**src/rtl/nes_pkg.sv**
```systemverilog
// Shared types and constants for the NES pad poller.
package nes_pkg;

    // Frame sequencer states
    typedef enum logic [2:0] {
        IDLE  = 3'd0,
        LATCH = 3'd1,
        LOW   = 3'd2,
        HIGH  = 3'd3,
        DONE  = 3'd4
    } nes_state_t;

    // Bit positions in the published button vector (pad shift order)
    localparam int BTN_A      = 0;
    localparam int BTN_B      = 1;
    localparam int BTN_SELECT = 2;
    localparam int BTN_START  = 3;
    localparam int BTN_UP     = 4;
    localparam int BTN_DOWN   = 5;
    localparam int BTN_LEFT   = 6;
    localparam int BTN_RIGHT  = 7;

    localparam int NES_BITS = 8;

    function automatic int max_int(input int a, input int b);
        return (a > b) ? a : b;
    endfunction

endpackage

```
**src/rtl/nes_controller_poller_tick_gen.sv**
```systemverilog
// Periodic one-cycle tick: counts 0..PERIOD-1 while enabled, held at 0 otherwise.
module tick_gen #(
    parameter int PERIOD = 66666
) (
    input  logic i_clk,
    input  logic i_rst,
    input  logic i_en,
    output logic o_tick
);

    localparam int                CNT_W = $clog2(PERIOD + 1);
    localparam logic [CNT_W-1:0]  LAST  = CNT_W'(PERIOD - 1);
    localparam logic [CNT_W-1:0]  ONE   = CNT_W'(1);

    logic [CNT_W-1:0] r_cnt;
    logic             w_last;

    assign w_last = (r_cnt == LAST);
    assign o_tick = i_en && w_last;

    // Free-running period counter, wraps on terminal count
    always_ff @(posedge i_clk or posedge i_rst) begin
        if (i_rst) begin
            r_cnt <= '0;
        end else if (!i_en || w_last) begin
            r_cnt <= '0;
        end else begin
            r_cnt <= r_cnt + ONE;
        end
    end

endmodule

```
**src/rtl/nes_controller_poller.sv**
```systemverilog
// NES pad poller: latch pulse, 8 shift clocks, synchronized sampling,
// button vector with valid/changed strobes. Single clock domain.
//
//  state | meaning
//  IDLE  | waiting for poll tick or force_poll
//  LATCH | nes_latch high for LATCH_CYCLES
//  LOW   | nes_clock low half-period; bit sampled on last cycle
//  HIGH  | nes_clock high half-period; advance bit or finish
//  DONE  | one cycle: buttons/valid/changed published
module nes_controller_poller
    import nes_pkg::*;
#(
    parameter int CLK_FREQ     = 50000000,
    parameter int POLL_FREQ    = 750,
    parameter int LATCH_CYCLES = 600,
    parameter int HALF_CYCLES  = 300
) (
    input  logic                i_clk,
    input  logic                i_rst,
    input  logic                i_poll_en,
    input  logic                i_force_poll,
    input  logic                i_nes_data,
    output logic                o_nes_latch,
    output logic                o_nes_clock,
    output logic [NES_BITS-1:0] o_buttons,
    output logic                o_valid,
    output logic                o_changed,
    output logic                o_busy
);

    localparam int               POLL_CYCLES = CLK_FREQ / POLL_FREQ;
    localparam int               PH_W        = $clog2(max_int(LATCH_CYCLES, HALF_CYCLES) + 1);
    localparam logic [PH_W-1:0]  LATCH_LOAD  = PH_W'(LATCH_CYCLES - 1);
    localparam logic [PH_W-1:0]  HALF_LOAD   = PH_W'(HALF_CYCLES - 1);
    localparam logic [PH_W-1:0]  PH_ONE      = PH_W'(1);
    localparam logic [2:0]       LAST_BIT    = 3'(NES_BITS - 1);

    // A frame must finish well before the next poll tick, otherwise ticks are silently lost
    if (LATCH_CYCLES + 2 * NES_BITS * HALF_CYCLES >= POLL_CYCLES) begin : g_bad_timing
        $error("nes_controller_poller: frame length does not fit in poll period");
    end

    nes_state_t          r_state;
    nes_state_t          w_next_state;
    logic [PH_W-1:0]     r_phase;
    logic [PH_W-1:0]     w_phase_next;
    logic                w_phase_done;
    logic [2:0]          r_bit_idx;
    logic                r_sync1;
    logic                r_sync2;
    logic [NES_BITS-1:0] r_shreg;
    logic [NES_BITS-1:0] r_buttons;
    logic                r_latch;
    logic                r_clock;
    logic                r_valid;
    logic                r_changed;
    logic                r_busy;
    logic                w_tick;
    logic                w_start;

    tick_gen #(
        .PERIOD (POLL_CYCLES)
    ) u_tick_gen (
        .i_clk  (i_clk),
        .i_rst  (i_rst),
        .i_en   (i_poll_en),
        .o_tick (w_tick)
    );

    assign w_start      = w_tick || i_force_poll;
    assign w_phase_done = (r_phase == '0);

    // Two-flop synchronizer; reset to 1 so an unplugged/idle line reads as released
    always_ff @(posedge i_clk or posedge i_rst) begin
        if (i_rst) begin
            r_sync1 <= 1'b1;
            r_sync2 <= 1'b1;
        end else begin
            r_sync1 <= i_nes_data;
            r_sync2 <= r_sync1;
        end
    end

    // Next-state decode and phase counter reload on every state change
    always_comb begin
        w_next_state = r_state;
        w_phase_next = w_phase_done ? '0 : (r_phase - PH_ONE);
        unique case (r_state)
            IDLE:  if (w_start)      w_next_state = LATCH;
            LATCH: if (w_phase_done) w_next_state = LOW;
            LOW:   if (w_phase_done) w_next_state = HIGH;
            HIGH:  if (w_phase_done) w_next_state = (r_bit_idx == LAST_BIT) ? DONE : LOW;
            DONE:  w_next_state = IDLE;
            default: w_next_state = IDLE;
        endcase
        if (w_next_state != r_state) begin
            unique case (w_next_state)
                LATCH:     w_phase_next = LATCH_LOAD;
                LOW, HIGH: w_phase_next = HALF_LOAD;
                default:   w_phase_next = '0;
            endcase
        end
    end

    // State and phase registers
    always_ff @(posedge i_clk or posedge i_rst) begin
        if (i_rst) begin
            r_state <= IDLE;
            r_phase <= '0;
        end else begin
            r_state <= w_next_state;
            r_phase <= w_phase_next;
        end
    end

    // Bit index and shift register; pad data is active-low
    always_ff @(posedge i_clk or posedge i_rst) begin
        if (i_rst) begin
            r_bit_idx <= '0;
            r_shreg   <= '0;
        end else begin
            if (r_state == LATCH) begin
                r_bit_idx <= '0;
            end else if (r_state == HIGH && w_phase_done && r_bit_idx != LAST_BIT) begin
                r_bit_idx <= r_bit_idx + 3'd1;
            end
            if (r_state == LOW && w_phase_done) begin
                r_shreg[r_bit_idx] <= ~r_sync2;
            end
        end
    end

    // Registered outputs, decoded from the state being entered
    always_ff @(posedge i_clk or posedge i_rst) begin
        if (i_rst) begin
            r_latch   <= 1'b0;
            r_clock   <= 1'b0;
            r_busy    <= 1'b0;
            r_valid   <= 1'b0;
            r_changed <= 1'b0;
            r_buttons <= '0;
        end else begin
            r_latch   <= (w_next_state == LATCH);
            r_clock   <= (w_next_state == HIGH);
            r_busy    <= (w_next_state != IDLE);
            r_valid   <= (w_next_state == DONE);
            r_changed <= (w_next_state == DONE) && (r_shreg != r_buttons);
            if (w_next_state == DONE) begin
                r_buttons <= r_shreg;
            end
        end
    end

    assign o_nes_latch = r_latch;
    assign o_nes_clock = r_clock;
    assign o_busy      = r_busy;
    assign o_valid     = r_valid;
    assign o_changed   = r_changed;
    assign o_buttons   = r_buttons;

endmodule
```
**config.mk**
```make
export PLATFORM = sky130hd
export DESIGN_NAME = nes_controller_poller
export DESIGN_NICKNAME = d
export VERILOG_FILES = /design/src/rtl/nes_pkg.sv /design/src/rtl/nes_controller_poller_tick_gen.sv /design/src/rtl/nes_controller_poller.sv
export SDC_FILE = /design/constraint.sdc
export NUM_CORES = 1
export LEC_CHECK = 0
export BUFFER_PORTS_ARGS = -buffer_cell sky130_fd_sc_hd__buf_4
export CORE_MARGIN = 10
export CORE_UTILIZATION = 60
export CTS_CLUSTER_DIAMETER = 150
export DETAILED_ROUTE_END_ITERATION = 6
export GPL_ROUTABILITY_DRIVEN = 0
export HOLD_SLACK_MARGIN = 0.12
export PLACE_DENSITY = 0.79
export SLEW_MARGIN = 20
export SYNTH_ARGS = -nofsm -noshare
export SYNTH_HDL_FRONTEND = slang
export SYNTH_SLANG_ARGS = --single-unit
```
**constraint.sdc**
```tcl
create_clock -name i_clk -period 3.8 [get_ports i_clk]
set_clock_uncertainty 0.1 [all_clocks]
set_input_delay 0.57 -clock i_clk [delete_from_list [all_inputs] [get_ports i_clk]]
set_output_delay 0.57 -clock i_clk [all_outputs]
set_load 0.01 [all_outputs]
```
---- Word level (Yosys, flattened, before mapping) ----
Index checks and enable logic that the tools add are counted.
storage, ports and cells
  logic and storage cells ................. 60
  register bits after elaboration ......... 56
  output and inout port bits .............. 13
  input bits .............................. 5
cells by class
  reduce and logical (&&, ||, !) cells .... 14
  bitwise gates (word level) .............. 1
  magnitude comparators ................... 2
  multiplexer cells ....................... 15
  add/sub/neg operators ................... 3
  eq/ne operators ......................... 12
operators by type and width
  cell                                                                    count
  3-bit two-way mux                                                       7
  10-bit two-way mux                                                      2
  10-bit one-hot mux with 2 select lines                                  1
  17-bit by 1-bit adder with 17-bit output (second input constant)        1
  17-bit == test (second input constant)                                  1
  17-bit two-way mux                                                      1
  3-bit by 2-bit == test with 1-bit output (second input constant)        4
  3-bit one-hot mux with 4 select lines                                   1
  10-bit zero test                                                        1
  10-bit by 1-bit subtractor with 10-bit output (second input constant)   1
  8-bit bitwise mux                                                       1
  8-bit inequality test                                                   1
  3-bit by 1-bit == test with 1-bit output (second input constant)        2
  3-bit == test (second input constant)                                   2
  1-bit logical AND                                                       6
  3-bit by 4-bit < comparator with 1-bit output (second input constant)   1
  3-bit by 1-bit adder with 3-bit output (second input constant)          1
  1-bit demux with 3-bit select                                           1
  3-bit by 1-bit >= comparator with 1-bit output (second input constant)  1
  3-bit zero test                                                         1
  3-bit inequality test                                                   1
  3-bit inequality test (second input constant)                           1
  3-bit nonzero test                                                      1
  1-bit logical OR                                                        2
  5 further kinds                                                         5

---- Logic depth before layout (Yosys ltp) ----
  depth after elaboration ................. 9
  gate-level depth with buffers ........... 8
  gate-level depth less buffers ........... 7

---- Modules after synthesis ----
Synthesis repeated with hierarchy kept, for this count alone.
second synthesis, totals
  cell total of the unflattened synthesis .. 256
  area total of the unflattened synthesis .. 2755.1 um^2
by module, submodules not included
  module                 seq. area each (um^2)  area each (um^2)  instances  cells each
  nes_controller_poller  978.4                  1829.3            1          163
  tick_gen               425.4                  925.9             1          93

---- Worst setup path after synthesis ----
Ideal clock, no wire load.
  path type ............................... reg-to-reg
  from .................................... register r_phase[0]
  to ...................................... register r_buttons[7], in the netlist o_buttons[7]
  buffers on the path ..................... 1
  stages on the path, launching flop included .. 9
  data required time ...................... 3.573 ns
  path slack .............................. 1.481 ns
  arrival ................................. 2.091 ns
  period minus slack after synthesis ...... 2.319 ns
  library setup time ...................... 0.127 ns
  path through ............................ dfrtp_1 -> inv_1 -> ha_1 -> nor3b_1 -> nand3_2 -> or3_1 -> buf_6 -> inv_2 -> mux2_1
between the ends
  longest elaborated chain between the ends .. 4
  elaborated cells on any way between the ends .. 6
  those cells by class .................... 1 x eq/ne; 4 x mux; 1 x reduce/logical
RTL lines
  item                                         RTL line                                                                               text
  start: declaration                           nes_controller_poller.sv:45                                                            logic [PH_W-1:0] r_phase;
  start signal: assignment                     nes_controller_poller.sv:112                                                           r_phase <= w_phase_next;
  10-bit zero test *                           nes_controller_poller.sv:71                                                            assign w_phase_done = (r_phase == '0);
  3-bit two-way mux, on equally long branches  nes_controller_poller.sv:92, nes_controller_poller.sv:90, nes_controller_poller.sv:91
  3-bit one-hot mux with 4 select lines *      nes_controller_poller.sv:88                                                            unique case (r_state)
  via w_next_state[2]                          nes_controller_poller.sv:44                                                            nes_state_t w_next_state;
  3-bit == test *                              nes_controller_poller.sv:148                                                           if (w_next_state == DONE) begin
  end signal: assignment                       nes_controller_poller.sv:149                                                           r_buttons <= r_shreg;
  end: declaration                             nes_controller_poller.sv:52                                                            logic [NES_BITS-1:0] r_buttons;
Mark *: on every way through the listed nets, which the timed path passes. The rest lies on a longest branch.
A chain may end at the register's enable or synchronous reset.

---- Final worst setup path ----
Same ends and word-level chain as after synthesis.

==> reports/results.tsv <==
metric	value	unit
DR pass1 iterations	4	
CTS resizes	0	
Post-synth ARST share	100	%
Post-Place Cells	318	
switch share	22.0	%
status	finished clean	
Sequential Power Share	64.1	%
GRT Overall Usage	14.1	%
Peak VDD IR	0.174	mV
antenna diode count	0	
share of the yosys chip area belonging to registers	50.9	%
Yosys top cell by area	dfrtp_1	
HPWL after DPL	3.68	mm
IO Port Bufs	17	
Cell Pwr Density	313	nW/µm²
antenna violations before repair	0	
largest net degree at the start of global routing	34	
final wirelength	4.99	mm
Mapped Nets	265	
Worst-path clk slew	0.10	ns
Final Critical Period	2.72	ns
switching power	0.207	mW
Synth Register Bits	56	
Final setup violation count	0	
# rows	24	
Worst-Skew Late Latency	0.31	ns
total number of vias	1934	
yosys warns	0	
RSZ-0062 raised after global routing	no	
FILL cells	345	
Syn Area/Cell	10.8	µm²
Area Overhead vs Synth	9.25	%
r2r setup slk	1.08	ns
Clock Tree Buf Depth	2	
DR iter-0 viols	96	
cell leakage power	1.36	nW
Comb power frac	2.7	%
most common cell in the netlist	dfrtp_1	
crit path kind	register to register	
CTS root buf	clkbuf_8	
CTS tree	yes	
Critical Path Sink Type	register	
Syn Inst Count	255	
setup bufs post-CTS	0	
post-route ant nets	0	
Slew headroom	59.8	%
endpoints failing hold	0	
Initial Util	62.5	%
NumNets Final	283	
CP arrival	2.81	ns
top cell type's share of synthesized area	49.0	%
Max-cap violations	0	
Worst R2R End	o_buttons[7]$_DFFE_PP0P_	
number of flops mapped to enable cells by yosys	0	
depth of the worst register-to-register path	8	
Die Ht	87.8	µm
most common library cells after synthesis	dfrtp_1 (54), nor2_1 (23), xnor2_1 (16), xor2_1 (12), nand2_1 (11)	
hold buffers post-CTS	0	
worst-margin pin slew	0.599	ns
die span in x	87.8	µm
class of the tightest hold or removal check	input port to async pin	
vias in the first global route	1890	
die area	7710	µm²
H-tree level count	2	
wire length per cell	15.3	µm
clock share of power	33.2	%
grt ovf	0	
Vias/cell	5.93	
CTS Buf Count	5	
synth top area cells	dfrtp_1 (49%), xnor2_1 (5.1%), mux2_4 (3.8%)	
first-pass GRT wire length	8.85	mm
critical path startpoint category	register	
Synth Flop Type	dfrtp_1	
P_int	0.736	mW
Post-Syn Area	2760	µm²
layout cell share with drive strength beyond 1	15.3	%
Yosys cell types	47	
fmax	368	MHz
# IOs	18	
CORE AREA	4410	µm²
CP required	3.90	ns
total negative setup slack	0	ns
critical path peak fanout	17	
CTS Sinks	56	
worst r2r src	r_phase[0]$_DFF_PP0_	
fin. max-slew vios	0	
sequential cell area	1400	µm²
Cell Count, Final, Fillers Out	326	
period utilization	71.4	%
DR DRC count	0	
Multi-input gate area	1280	µm²
==> power by group through the flow <==
| stage | combinational, mW | sequential (mW) | clock, mW |
|---|---|---|---|
| 6_report | 0.0256 | 0.605 | 0.314 |
| 5_1_grt | 0.0302 | 0.606 | 0.344 |
| 3_5_place_dp | 0.0267 | 0.616 | 0 |
| 4_1_cts | 0.0268 | 0.605 | 0.325 |
| 2_1_floorplan | 0.0180 | 0.614 | 0 |
| 3_3_place_gp | 0.0265 | 0.616 | 0 |
==> layer usage <==
layer / vias to the layer above / track usage (%) / part of all wire [%]
met5: - / 0 / 0
met1: 941 / 19.0 / 48
met4: 0 / 4.35 / 1.4
met2: 32 / 21.9 / 46
met3: 6 / 3.53 / 4.7
li1: 955 / - / -
==> kinds of logic (layout without fill, tap and decap cells) <==
| kind of cell | count (synthesis) | count (layout) | share of synthesized area (%) |
|---|---|---|---|
| fa+ha+maj | 5 | 5 | 2.27 |
| flops | 56 | 56 | 50.9 |
| simple gates | 93 | 93 | 19.0 |
| xor+xnor | 28 | 28 | 8.89 |
| compound gates | 43 | 43 | 10.8 |
| mux | 11 | 11 | 5.35 |
| buf+inv | 19 | 38 | 2.86 |
==> flip-flops by register name, summed over array words and instances, names as in the netlist, 3 cells and up <==
signal            count
o_buttons             8
u_tick_gen.r_cnt     17
r_bit_idx             3
r_phase              10
r_state               3
r_shreg               8
==> worst max-delay path, cell delays in order, from the launching register on <==
cell     delay [ns]
dfrtp_1        0.40
inv_1          0.06
ha_1           0.20
nor3b_1        0.44
nand3_2        0.11
buf_4          0.21
or3_1          0.62
inv_2          0.14
mux2_1         0.33
==> worst max-delay path by stage <==
stage                               startpoint                  endpoint  slack [ns]  depth (start not counted)
after floorplan           r_phase[0]$_DFF_PP0_  o_buttons[7]$_DFFE_PP0P_        1.48                          8
after detailed placement  r_phase[0]$_DFF_PP0_  o_buttons[7]$_DFFE_PP0P_        1.08                          8
after CTS                 r_phase[0]$_DFF_PP0_  o_buttons[7]$_DFFE_PP0P_        1.08                          8
after global placement    r_phase[0]$_DFF_PP0_  o_buttons[7]$_DFFE_PP0P_        1.17                          8
after global routing      r_phase[0]$_DFF_PP0_  o_buttons[7]$_DFFE_PP0P_        0.90                          8
final                     r_phase[0]$_DFF_PP0_  o_buttons[7]$_DFFE_PP0P_        1.08                          8
==> cell usage in the layout (no fill, tap or decap), types with 3 or more instances in the layout <==
cell      instances
nand4_1           4
xor2_1           12
a21oi_1           7
mux2_4            7
nand2b_1          5
o21ai_0           7
o41ai_1           5
nor3_1            9
ha_1              5
nand3_1           9
nor4_1            9
clkbuf_8          5
nand2_1          11
dfrtp_1          54
nor2_1           23
inv_1             9
or3_1             4
xnor2_1          16
buf_4            19
nor3b_1           4
o221ai_1          4
o31ai_1           7
o22ai_1           3
==> final cells by class <==
cell class | count | area share, %
flip-flops and latches | 56 | 46.6
multi-input cells | 180 | 42.3
repair buffers | 19 | 4.73
clock buffers | 6 | 2.41
well taps | 52 | 2.16
inverters | 11 | 1.37
clock inverters | 2 | 0.415
==> per-stage QoR <==
| stage | total power, mW | hold slack (ns) | setup WS [ns] | instance area [µm²] | utilization [%] |
|---|---|---|---|---|---|
| floorplan | 0.632 | 0.245 | 1.48 | 2760 | - |
| global placement | 0.643 | 0.245 | 1.17 | 2930 | 66.4 |
| detailed placement | 0.643 | 0.251 | 1.08 | 2930 | 66.4 |
| CTS | 0.956 | 0.187 | 1.08 | 3010 | 68.3 |
| global route | 0.980 | 0.205 | 0.899 | 3010 | 68.3 |
| finish | 0.944 | 0.175 | 1.08 | 3010 | 68.3 |
(Power assumes the default switching activity.)
